==> src/rtl/dp_madd_sched.sv <==
// dp_madd_sched: command scheduler in front of the DP multiply-add engine.
// Commands are buffered in a small FIFO, then each one is run as rep+1 engine
// passes with the split select held stable, and finished with one tagged
// completion. Handshake stalls (no busy after start, or busy too long) abandon
// the command and flag an error in its completion.
// Ports:
//   clk, rst_n                     clock, asynchronous active-low reset
//   i_cmd_valid/o_cmd_ready        command push handshake (ready = FIFO not full)
//   i_cmd_idx_split/rep/tag        command payload
//   o_madd_start, o_idx_split      start pulse and split select to the engine
//   i_madd_done                    engine idle indication (low while busy)
//   o_rsp_valid/i_rsp_ready        completion handshake
//   o_rsp_tag, o_rsp_err           completion tag and timeout flag
//   o_busy                         any command queued or in flight
module dp_madd_sched #(
  parameter int TAG_WIDTH   = 4,
  parameter int REP_WIDTH   = 3,
  parameter int FIFO_DEPTH  = 4,
  parameter int ACK_TIMEOUT = 8,
  parameter int RUN_TIMEOUT = 8191,
  parameter int GAP_CYC     = 1
) (
  input  logic                 clk,
  input  logic                 rst_n,
  input  logic                 i_cmd_valid,
  output logic                 o_cmd_ready,
  input  logic [1:0]           i_cmd_idx_split,
  input  logic [REP_WIDTH-1:0] i_cmd_rep,
  input  logic [TAG_WIDTH-1:0] i_cmd_tag,
  output logic                 o_madd_start,
  output logic [1:0]           o_idx_split,
  input  logic                 i_madd_done,
  output logic                 o_rsp_valid,
  input  logic                 i_rsp_ready,
  output logic [TAG_WIDTH-1:0] o_rsp_tag,
  output logic                 o_rsp_err,
  output logic                 o_busy
);

  localparam int PTR_W = $clog2(FIFO_DEPTH);
  localparam int CNT_W = PTR_W + 1;
  localparam int WD_W  = $clog2(RUN_TIMEOUT + 1);
  localparam int GAP_W = (GAP_CYC > 1) ? $clog2(GAP_CYC) : 1;
  localparam int ENT_W = 2 + REP_WIDTH + TAG_WIDTH;

  typedef enum logic [2:0] {
    S_IDLE      = 3'd0,
    S_GAP       = 3'd1,
    S_ISSUE     = 3'd2,
    S_WAIT_ACK  = 3'd3,
    S_WAIT_DONE = 3'd4,
    S_RESP      = 3'd5
  } state_t;

  state_t                 state_r, state_next_s;
  logic [ENT_W-1:0]       fifo_mem_r [FIFO_DEPTH];
  logic [PTR_W-1:0]       wr_ptr_r, rd_ptr_r;
  logic [CNT_W-1:0]       count_r, count_next_s;
  logic [ENT_W-1:0]       head_s;
  logic                   push_s, pop_s;
  logic [REP_WIDTH-1:0]   rep_cnt_r;
  logic [TAG_WIDTH-1:0]   tag_r;
  logic [WD_W-1:0]        wdog_r;
  logic [GAP_W-1:0]       gap_cnt_r;
  logic                   ack_expired_s, run_expired_s, timeout_s;
  logic                   start_d_s, rsp_valid_d_s, rsp_err_d_s, busy_d_s, ready_d_s;
  logic [TAG_WIDTH-1:0]   rsp_tag_d_s;

  assign head_s        = fifo_mem_r[rd_ptr_r];
  assign push_s        = i_cmd_valid & o_cmd_ready;
  // A command is only taken while the engine reports idle.
  assign pop_s         = (state_r == S_IDLE) && (count_r != CNT_W'(0)) && i_madd_done;
  assign ack_expired_s = (state_r == S_WAIT_ACK) && i_madd_done &&
                         (wdog_r == WD_W'(ACK_TIMEOUT - 1));
  assign run_expired_s = (state_r == S_WAIT_DONE) && !i_madd_done &&
                         (wdog_r == WD_W'(RUN_TIMEOUT - 1));
  assign timeout_s     = ack_expired_s | run_expired_s;

  // FIFO occupancy for the next cycle.
  always_comb begin
    count_next_s = count_r;
    case ({push_s, pop_s})
      2'b10:   count_next_s = count_r + CNT_W'(1);
      2'b01:   count_next_s = count_r - CNT_W'(1);
      default: count_next_s = count_r;
    endcase
  end

  // Command FIFO storage, pointers (wrap naturally at power-of-2 depth) and count.
  always_ff @(posedge clk or negedge rst_n) begin
    if (!rst_n) begin
      for (int i = 0; i < FIFO_DEPTH; i++) fifo_mem_r[i] <= {ENT_W{1'b0}};
      wr_ptr_r <= {PTR_W{1'b0}};
      rd_ptr_r <= {PTR_W{1'b0}};
      count_r  <= {CNT_W{1'b0}};
    end else begin
      if (push_s) begin
        fifo_mem_r[wr_ptr_r] <= {i_cmd_idx_split, i_cmd_rep, i_cmd_tag};
        wr_ptr_r             <= wr_ptr_r + PTR_W'(1);
      end
      if (pop_s) rd_ptr_r <= rd_ptr_r + PTR_W'(1);
      count_r <= count_next_s;
    end
  end

  // State register.
  always_ff @(posedge clk or negedge rst_n) begin
    if (!rst_n) state_r <= S_IDLE;
    else        state_r <= state_next_s;
  end

  // Next-state logic.
  always_comb begin
    state_next_s = state_r;
    case (state_r)
      S_IDLE: begin
        if (pop_s) state_next_s = S_GAP;
        else       state_next_s = S_IDLE;
      end
      S_GAP: begin
        if (gap_cnt_r == GAP_W'(GAP_CYC - 1)) state_next_s = S_ISSUE;
        else                                  state_next_s = S_GAP;
      end
      S_ISSUE: state_next_s = S_WAIT_ACK;
      S_WAIT_ACK: begin
        if (!i_madd_done)       state_next_s = S_WAIT_DONE;
        else if (ack_expired_s) state_next_s = S_RESP;
        else                    state_next_s = S_WAIT_ACK;
      end
      S_WAIT_DONE: begin
        if (i_madd_done) begin
          if (rep_cnt_r == REP_WIDTH'(0)) state_next_s = S_RESP;
          else                            state_next_s = S_GAP;
        end else if (run_expired_s) begin
          state_next_s = S_RESP;
        end else begin
          state_next_s = S_WAIT_DONE;
        end
      end
      S_RESP: begin
        if (i_rsp_ready) state_next_s = S_IDLE;
        else             state_next_s = S_RESP;
      end
      default: state_next_s = S_IDLE;
    endcase
  end

  // Working registers: gap counter, saturating watchdog, pass counter, tag, split.
  always_ff @(posedge clk or negedge rst_n) begin
    if (!rst_n) begin
      gap_cnt_r   <= {GAP_W{1'b0}};
      wdog_r      <= {WD_W{1'b0}};
      rep_cnt_r   <= {REP_WIDTH{1'b0}};
      tag_r       <= {TAG_WIDTH{1'b0}};
      o_idx_split <= 2'b00;
    end else begin
      if (state_r == S_GAP) gap_cnt_r <= gap_cnt_r + GAP_W'(1);
      else                  gap_cnt_r <= {GAP_W{1'b0}};

      // Watchdog restarts at issue and again when the engine acknowledges, so
      // the run limit covers only the busy phase of each pass.
      case (state_r)
        S_WAIT_ACK: begin
          if (!i_madd_done)                wdog_r <= {WD_W{1'b0}};
          else if (wdog_r != {WD_W{1'b1}}) wdog_r <= wdog_r + WD_W'(1);
          else                             wdog_r <= wdog_r;
        end
        S_WAIT_DONE: begin
          if (wdog_r != {WD_W{1'b1}}) wdog_r <= wdog_r + WD_W'(1);
          else                        wdog_r <= wdog_r;
        end
        default: wdog_r <= {WD_W{1'b0}};
      endcase

      // Split is only ever loaded at pop, so it stays fixed across all passes.
      if (pop_s) begin
        o_idx_split <= head_s[ENT_W-1 -: 2];
        rep_cnt_r   <= head_s[TAG_WIDTH +: REP_WIDTH];
        tag_r       <= head_s[TAG_WIDTH-1:0];
      end else if ((state_r == S_WAIT_DONE) && i_madd_done && (rep_cnt_r != REP_WIDTH'(0))) begin
        rep_cnt_r <= rep_cnt_r - REP_WIDTH'(1);
      end
    end
  end

  // Next values of the registered outputs, derived from the next state.
  always_comb begin
    start_d_s     = (state_next_s == S_ISSUE);
    rsp_valid_d_s = (state_next_s == S_RESP);
    busy_d_s      = (count_next_s != CNT_W'(0)) || (state_next_s != S_IDLE);
    ready_d_s     = (count_next_s != CNT_W'(FIFO_DEPTH));
    // Tag/error are captured on entry to RESP and held through backpressure.
    if ((state_r != S_RESP) && (state_next_s == S_RESP)) begin
      rsp_tag_d_s = tag_r;
      rsp_err_d_s = timeout_s;
    end else begin
      rsp_tag_d_s = o_rsp_tag;
      rsp_err_d_s = o_rsp_err;
    end
  end

  // Output registers.
  always_ff @(posedge clk or negedge rst_n) begin
    if (!rst_n) begin
      o_madd_start <= 1'b0;
      o_rsp_valid  <= 1'b0;
      o_rsp_tag    <= {TAG_WIDTH{1'b0}};
      o_rsp_err    <= 1'b0;
      o_busy       <= 1'b0;
      o_cmd_ready  <= 1'b1;
    end else begin
      o_madd_start <= start_d_s;
      o_rsp_valid  <= rsp_valid_d_s;
      o_rsp_tag    <= rsp_tag_d_s;
      o_rsp_err    <= rsp_err_d_s;
      o_busy       <= busy_d_s;
      o_cmd_ready  <= ready_d_s;
    end
  end

endmodule

==> config.mk <==
export PLATFORM = sky130hd
export DESIGN_NAME = dp_madd_sched
export DESIGN_NICKNAME = d
export VERILOG_FILES = /design/src/rtl/dp_madd_sched.sv
export SDC_FILE = /design/constraint.sdc
export NUM_CORES = 1
export LEC_CHECK = 0
export BUFFER_PORTS_ARGS = -buffer_cell sky130_fd_sc_hd__buf_2
export CAP_MARGIN = 10
export CORE_UTILIZATION = 40
export CTS_BUF_LIST = sky130_fd_sc_hd__clkbuf_4
export DETAILED_ROUTE_END_ITERATION = 10
export SYNTH_ARGS = -nofsm -noshare
export SYNTH_HDL_FRONTEND = slang
export SYNTH_SLANG_ARGS = --single-unit
==> constraint.sdc <==
create_clock -name clk -period 2.4 [get_ports clk]
set_input_delay 0.12 -clock clk [delete_from_list [all_inputs] [get_ports clk]]
set_output_delay 0.12 -clock clk [all_outputs]
set_load 0.02 [all_outputs]
; ---- Word-level counts from Yosys, hierarchy flattened
; Index checks and enable logic that the tools add are counted.
[word_totals]
regBits = 78
input_bits = 14
out_inout_bits = 11
elab_cells = 88
[op_classes]
addsub = 7
order_cmp = 3
n_eq_ne = 14
mux = 22
bitwise_logic = 4
n_reduce_logical = 19
[op_table]
columns = operator, count
row1 = $bwmux W36, 1
row2 = $mux W9, 3
row3 = $mux W13, 2
row4 = $pmux W13 S2, 1
row5 = $mux W3, 7
row6 = $bmux W9 S2, 1
row7 = $demux W9 S2, 1
row8 = $pmux W3 S6, 1
row9 = $add A13 B1 Y13 const B, 1
row10 = $eq A13 B13 Y1 const B, 1
row11 = $eq A13 B3 Y1 const B, 1
row12 = $ne A13 B13 Y1 const B, 1
row13 = $reduce_bool A3 Y1, 4
row14 = $logic_and A1 B1 Y1, 10
row15 = $eq A3 B2 Y1 const B, 3
row16 = $eq A3 B3 Y1 const B, 3
row17 = $ge A3 B3 Y1 const B, 2
row18 = $logic_not A3 Y1, 2
row19 = $ne A3 B3 Y1 const B, 2
row20 = $not A2 Y3, 2
row21 = $pmux W3 S2, 1
row22 = $sub A3 B1 Y3 const B, 2
row23 = $add A2 B1 Y2 const B, 2
row24 = $add A3 B1 Y3 const B, 1
row25 = other kinds (12), 14

; ---- Depth between registers and ports, before layout
[depth]
ltp_word = 8
depth_mapped = 12
ltp_nobuf = 10

; ---- Worst setup path before layout
; No wires, ideal clock.
[synth_timing]
path_kind = flip-flop to flip-flop
startpoint = register state_r[0]
endpoint = register o_busy
setup_ps = 144
t_arrival_ps = 2349
required_time_ps = 2256
path_slack_ps = -92
stages_incl_launch_ff = 11
n_path_buf = 1
period_less_slack_ps = 2492
path_cell_list = dfrtp_1 and2b_1 nor4b_4 buf_2 ha_1 inv_1 fa_1 nand2_1 o21ai_0 nor2b_1 nand4b_1
[synth_via]
elab_chain_cells = 8
word_cells_on_any_way = 24
cone_classes = 7 x eq/ne / 7 x mux / 10 x reduce/logical
[synth_rtl]
columns = element, line
row1 = "start, declared", 55  ; state_t state_r, state_next_s;
row2 = "start signal, assigned", 109  ; else state_r <= state_next_s;
row3 = $eq A3 B3 Y1 / $eq A3 B2 Y1 (equally long branches), "75, 115, 73"
row4 = "$logic_and A1 B1 Y1, on equally long branches (2 in series)", "75, 73"
row5 = $mux W1 / $mux W3 (equally long branches), "134, 127"
row6 = "$mux W3, on equally long branches", "131, 126"
row7 = $pmux W3 S6, 115  ; case (state_r)
row8 = $reduce_bool A3 Y1, 190  ; busy_d_s = (count_next_s != CNT_W'(0)) || (state_next_s != S_IDLE);
row9 = $logic_or A1 B1 Y1 *, 190
row10 = via busy_d_s, 66  ; logic start_d_s, rsp_valid_d_s, rsp_err_d_s, busy_d_s, ready_d_s;
row11 = "end signal, assigned", 216  ; o_busy <= busy_d_s;
row12 = "end, declared", 37  ; output logic o_busy
; The timed path passes the listed nets; every way through them passes the cells marked *.
; A chain may end at the register's enable or synchronous reset.

; ---- Final worst setup path
[layout_timing]
startpoint = register state_r[0]
endpoint = register o_busy
[layout_via]
word_cells_on_any_way = 24
cone_classes = 7 x eq/ne / 7 x mux / 10 x reduce/logical
[layout_lines]
columns = element, line
row1 = $logic_not A3 Y1 *, 72  ; assign pop_s = (state_r == S_IDLE) && (count_r != CNT_W'(0)) && i_madd_done;
row2 = $logic_and A1 B1 Y1 * (2 in series), 72
row3 = $eq A2 B1 Y1 / $eq A2 B2 Y1 (equally long branches), 82  ; case ({push_s, pop_s})
row4 = $pmux W3 S2 *, 82
row5 = via count_next_s[2], 58  ; logic [CNT_W-1:0] count_r, count_next_s;
row6 = $reduce_bool A3 Y1 *, 190
row7 = $logic_or A1 B1 Y1 *, 190
row8 = via busy_d_s, 66
; Marked as above.

==> metrics.csv <==
metric;value;unit
syn_nets;310;
antenna_cells;0;
worstMarginPinSlew;1020;ps
drc;1;
wl_met1;3150;um
area_growth;14.96;%
syn_area;3689;sq um
layout_min_cycle_time;2169;ps
final_cell_mix;dfrtp_1 (77), mux2_2 (48), buf_2 (23);
finalCritPeriodShare;90.38;%
min_from;i_madd_done;
row_count;34;
gp_congestion;0.7653;
wl_per_cell;15.39;um
setup_violations;0;
dp_hpwl;4532;um
cts_sinks;78;
hold_viol;0;
wl_met2;3296;um
final.setup.tns;0;ps
grt_pass1_wl;11530;um
ys_seq_elements;78;
cts_tree;done;
cpMostUsedCell;xor2_1;
clockRootBuffer;clkbuf_4;
grt_usage;15.31;%
critPathLaunchType;register;
max_stage_delay;400;ps
design.core.area;8806;sq um
hp-class;in2reg;
start_util;41.89;%
vias;2281;
antenna_left;0;
post-place-ws;218.0;ps
drive_above_1_share;33.03;%
rr_startpoint;state_r[0]$_DFF_PN0_;
final_util;48.15;%
syn_avg_cell_area;12.90;sq um
path_clk_slew;120;ps
synth_top_area_cell;dfrtp_1;
synthCells;286;
placedCellCount;412;
skew;14.70;ps
cp_cell_sequence;and2b_1, nor4b_4, ha_4, inv_1, fa_1, xor2_1, nor2_1, xor2_1, nor2b_1, nand4b_1;
io_buffers;24;
outcome;complete, but fails checks;
wirelength;6740;um
critPathSlowestCell;dfrtp_1;
grt_pass1_vias;2368;
fp.dieW;98.03;um
mostFrequentLayoutCell;dfrtp_1;
crit_family;simple AND/OR/NAND/NOR gates;
grt_overflow_total;0;
ys.flop_type;dfrtp_1;
ir_drop;0.5177;mV
finalPower;5.171;mW
crit_buf_inv;1;
yosysUniqueCellTypes;42;
synth-warning-count;0;
rsz0062_at_grt;no;
total_leakage_power;1.811;nW
fp.dieArea;9609;sq um
drt-initial-drc-count;51;
finalNonFillerCells;438;
clockBufferDepth;2;
violations;design-rule violations;
routed-wl-met3;237;um
ios;25;
crit_path_end_kind;register;
synth-edff-count;0;
cts_buffers;9;
arrival;2520;ps
crit_fanout;3;
powerDensity;1219;nW/um^2
grt_start_max_net_pins;79;
clock_latency;420;ps
maxCapViolCount;0;
async_flop_share;100.0;%
crit_type;reg2reg;
htree_levels;3;
die_h;98.03;um
routed.top_layer;met4;
dr.pass1.iters;7;
antenna_found_initial;0;
cp_data_required_time;2750;ps
fin_ws;230.8;ps
worstSetupStartpoint;state_r[0]$_DFF_PN0_;
synth_seq_area_share;52.95;%
routed_via_density;5.208;
nets;349;
synth_top_area_share;52.24;%
drv_slew;0;
fmax;461.0;MHz
ys_top_cells_by_area;dfrtp_1 (52%), mux2_2 (15%), mux4_2 (5.5%), ha_1 (3.1%), xnor2_1 (2.6%);
relSlewSlack;32.00;%
[cells by family (layout without fill, tap and decap cells)]
family,count (synthesis),in the layout,synth area share (%)
AO/OA/AOI/OAI,25,25,5.258
AND/OR/NAND/NOR,73,73,10.99
multiplexers,57,57,20.15
XOR/XNOR,18,18,4.274
flip-flops,78,78,52.95
adder cells (fa/ha/maj),10,10,3.596
buffers and inverters,25,69,2.782
[state kept, by name (all words and copies together), names as in the netlist, 3 cells and up]
signal	count
count_r	3
fifo_mem_r	36
o_rsp_tag	4
state_r	3
tag_r	4
rep_cnt_r	3
wdog_r	13
[worst min-delay path, delay by kind of cell]
kind	cells	cell delay [ps]
compound gates	1	110
buf+inv	1	160
simple gates	1	70
[cell usage after synthesis (5+ instances only)]
library cell,instances
o21ai_0,6
clkbuf_1,5
inv_1,14
ha_1,9
a211oi_1,7
dfrtp_1,77
nand3_1,10
xnor2_1,11
nand2_1,15
xor2_1,7
mux2_2,48
mux4_2,9
nor2_1,18
[per-layer routing]
layer	track usage, %	vias to the layer above
li1	-	1105
met1	19.42	1140
met2	25.84	30
met3	4.724	6
met4	3.147	0
met5	0	-
[final timing paths]
| check | to | slack, ps | depth (start not counted) |
|---|---|---|---|
| max in group asynchronous | wdog_r[7]$_DFF_PN0_ | 1370 | 2 |
| min reg2reg | gap_cnt_r$_DFF_PN0_ | 510 | 1 |
| max | o_busy$_DFF_PN0_ | 230 | 10 |
| min in group asynchronous | wdog_r[11]$_DFF_PN0_ | 370 | 2 |
| min | o_rsp_err$_DFFE_PN0P_ | 100 | 3 |
| max reg2reg | o_busy$_DFF_PN0_ | 230 | 10 |
[where the power goes]
part           internal, mW  leakage [nW]  total (mW)  switching (mW)
registers              1.87         0.961        2.22           0.346
clock network         0.533        0.0986        1.01           0.472
logic                  1.06         0.752        1.95           0.888
[final cells by class]
type	instances	area [sq um]
flip-flops and latches	78	1953
repair buffers	39	260.3
well taps	108	135.1
multi-input cells	183	1652
clock inverters	7	120.1
inverters	14	52.55
fillers	795	4566
clock buffers	9	67.56
[metrics by stage]
| stage | hold WS (ps) | instance area (sq um) |
|---|---|---|
| global route | 74.76 | 4240 |
| finish | 98.78 | 4240 |
| detailed placement | 354.8 | 3946 |
| floorplan | -175.6 | 3704 |
| global placement | 348.2 | 3946 |
| CTS | 77.25 | 4234 |
[what timing repair did]
action,CTS,global route
resized for setup,0,1
hold endpoints to repair,113,0
endpoints found under the setup margin,0,4
buffers inserted,0,0
hold buffers,10,0
No activity file was read; power rests on OpenSTA's default activity.
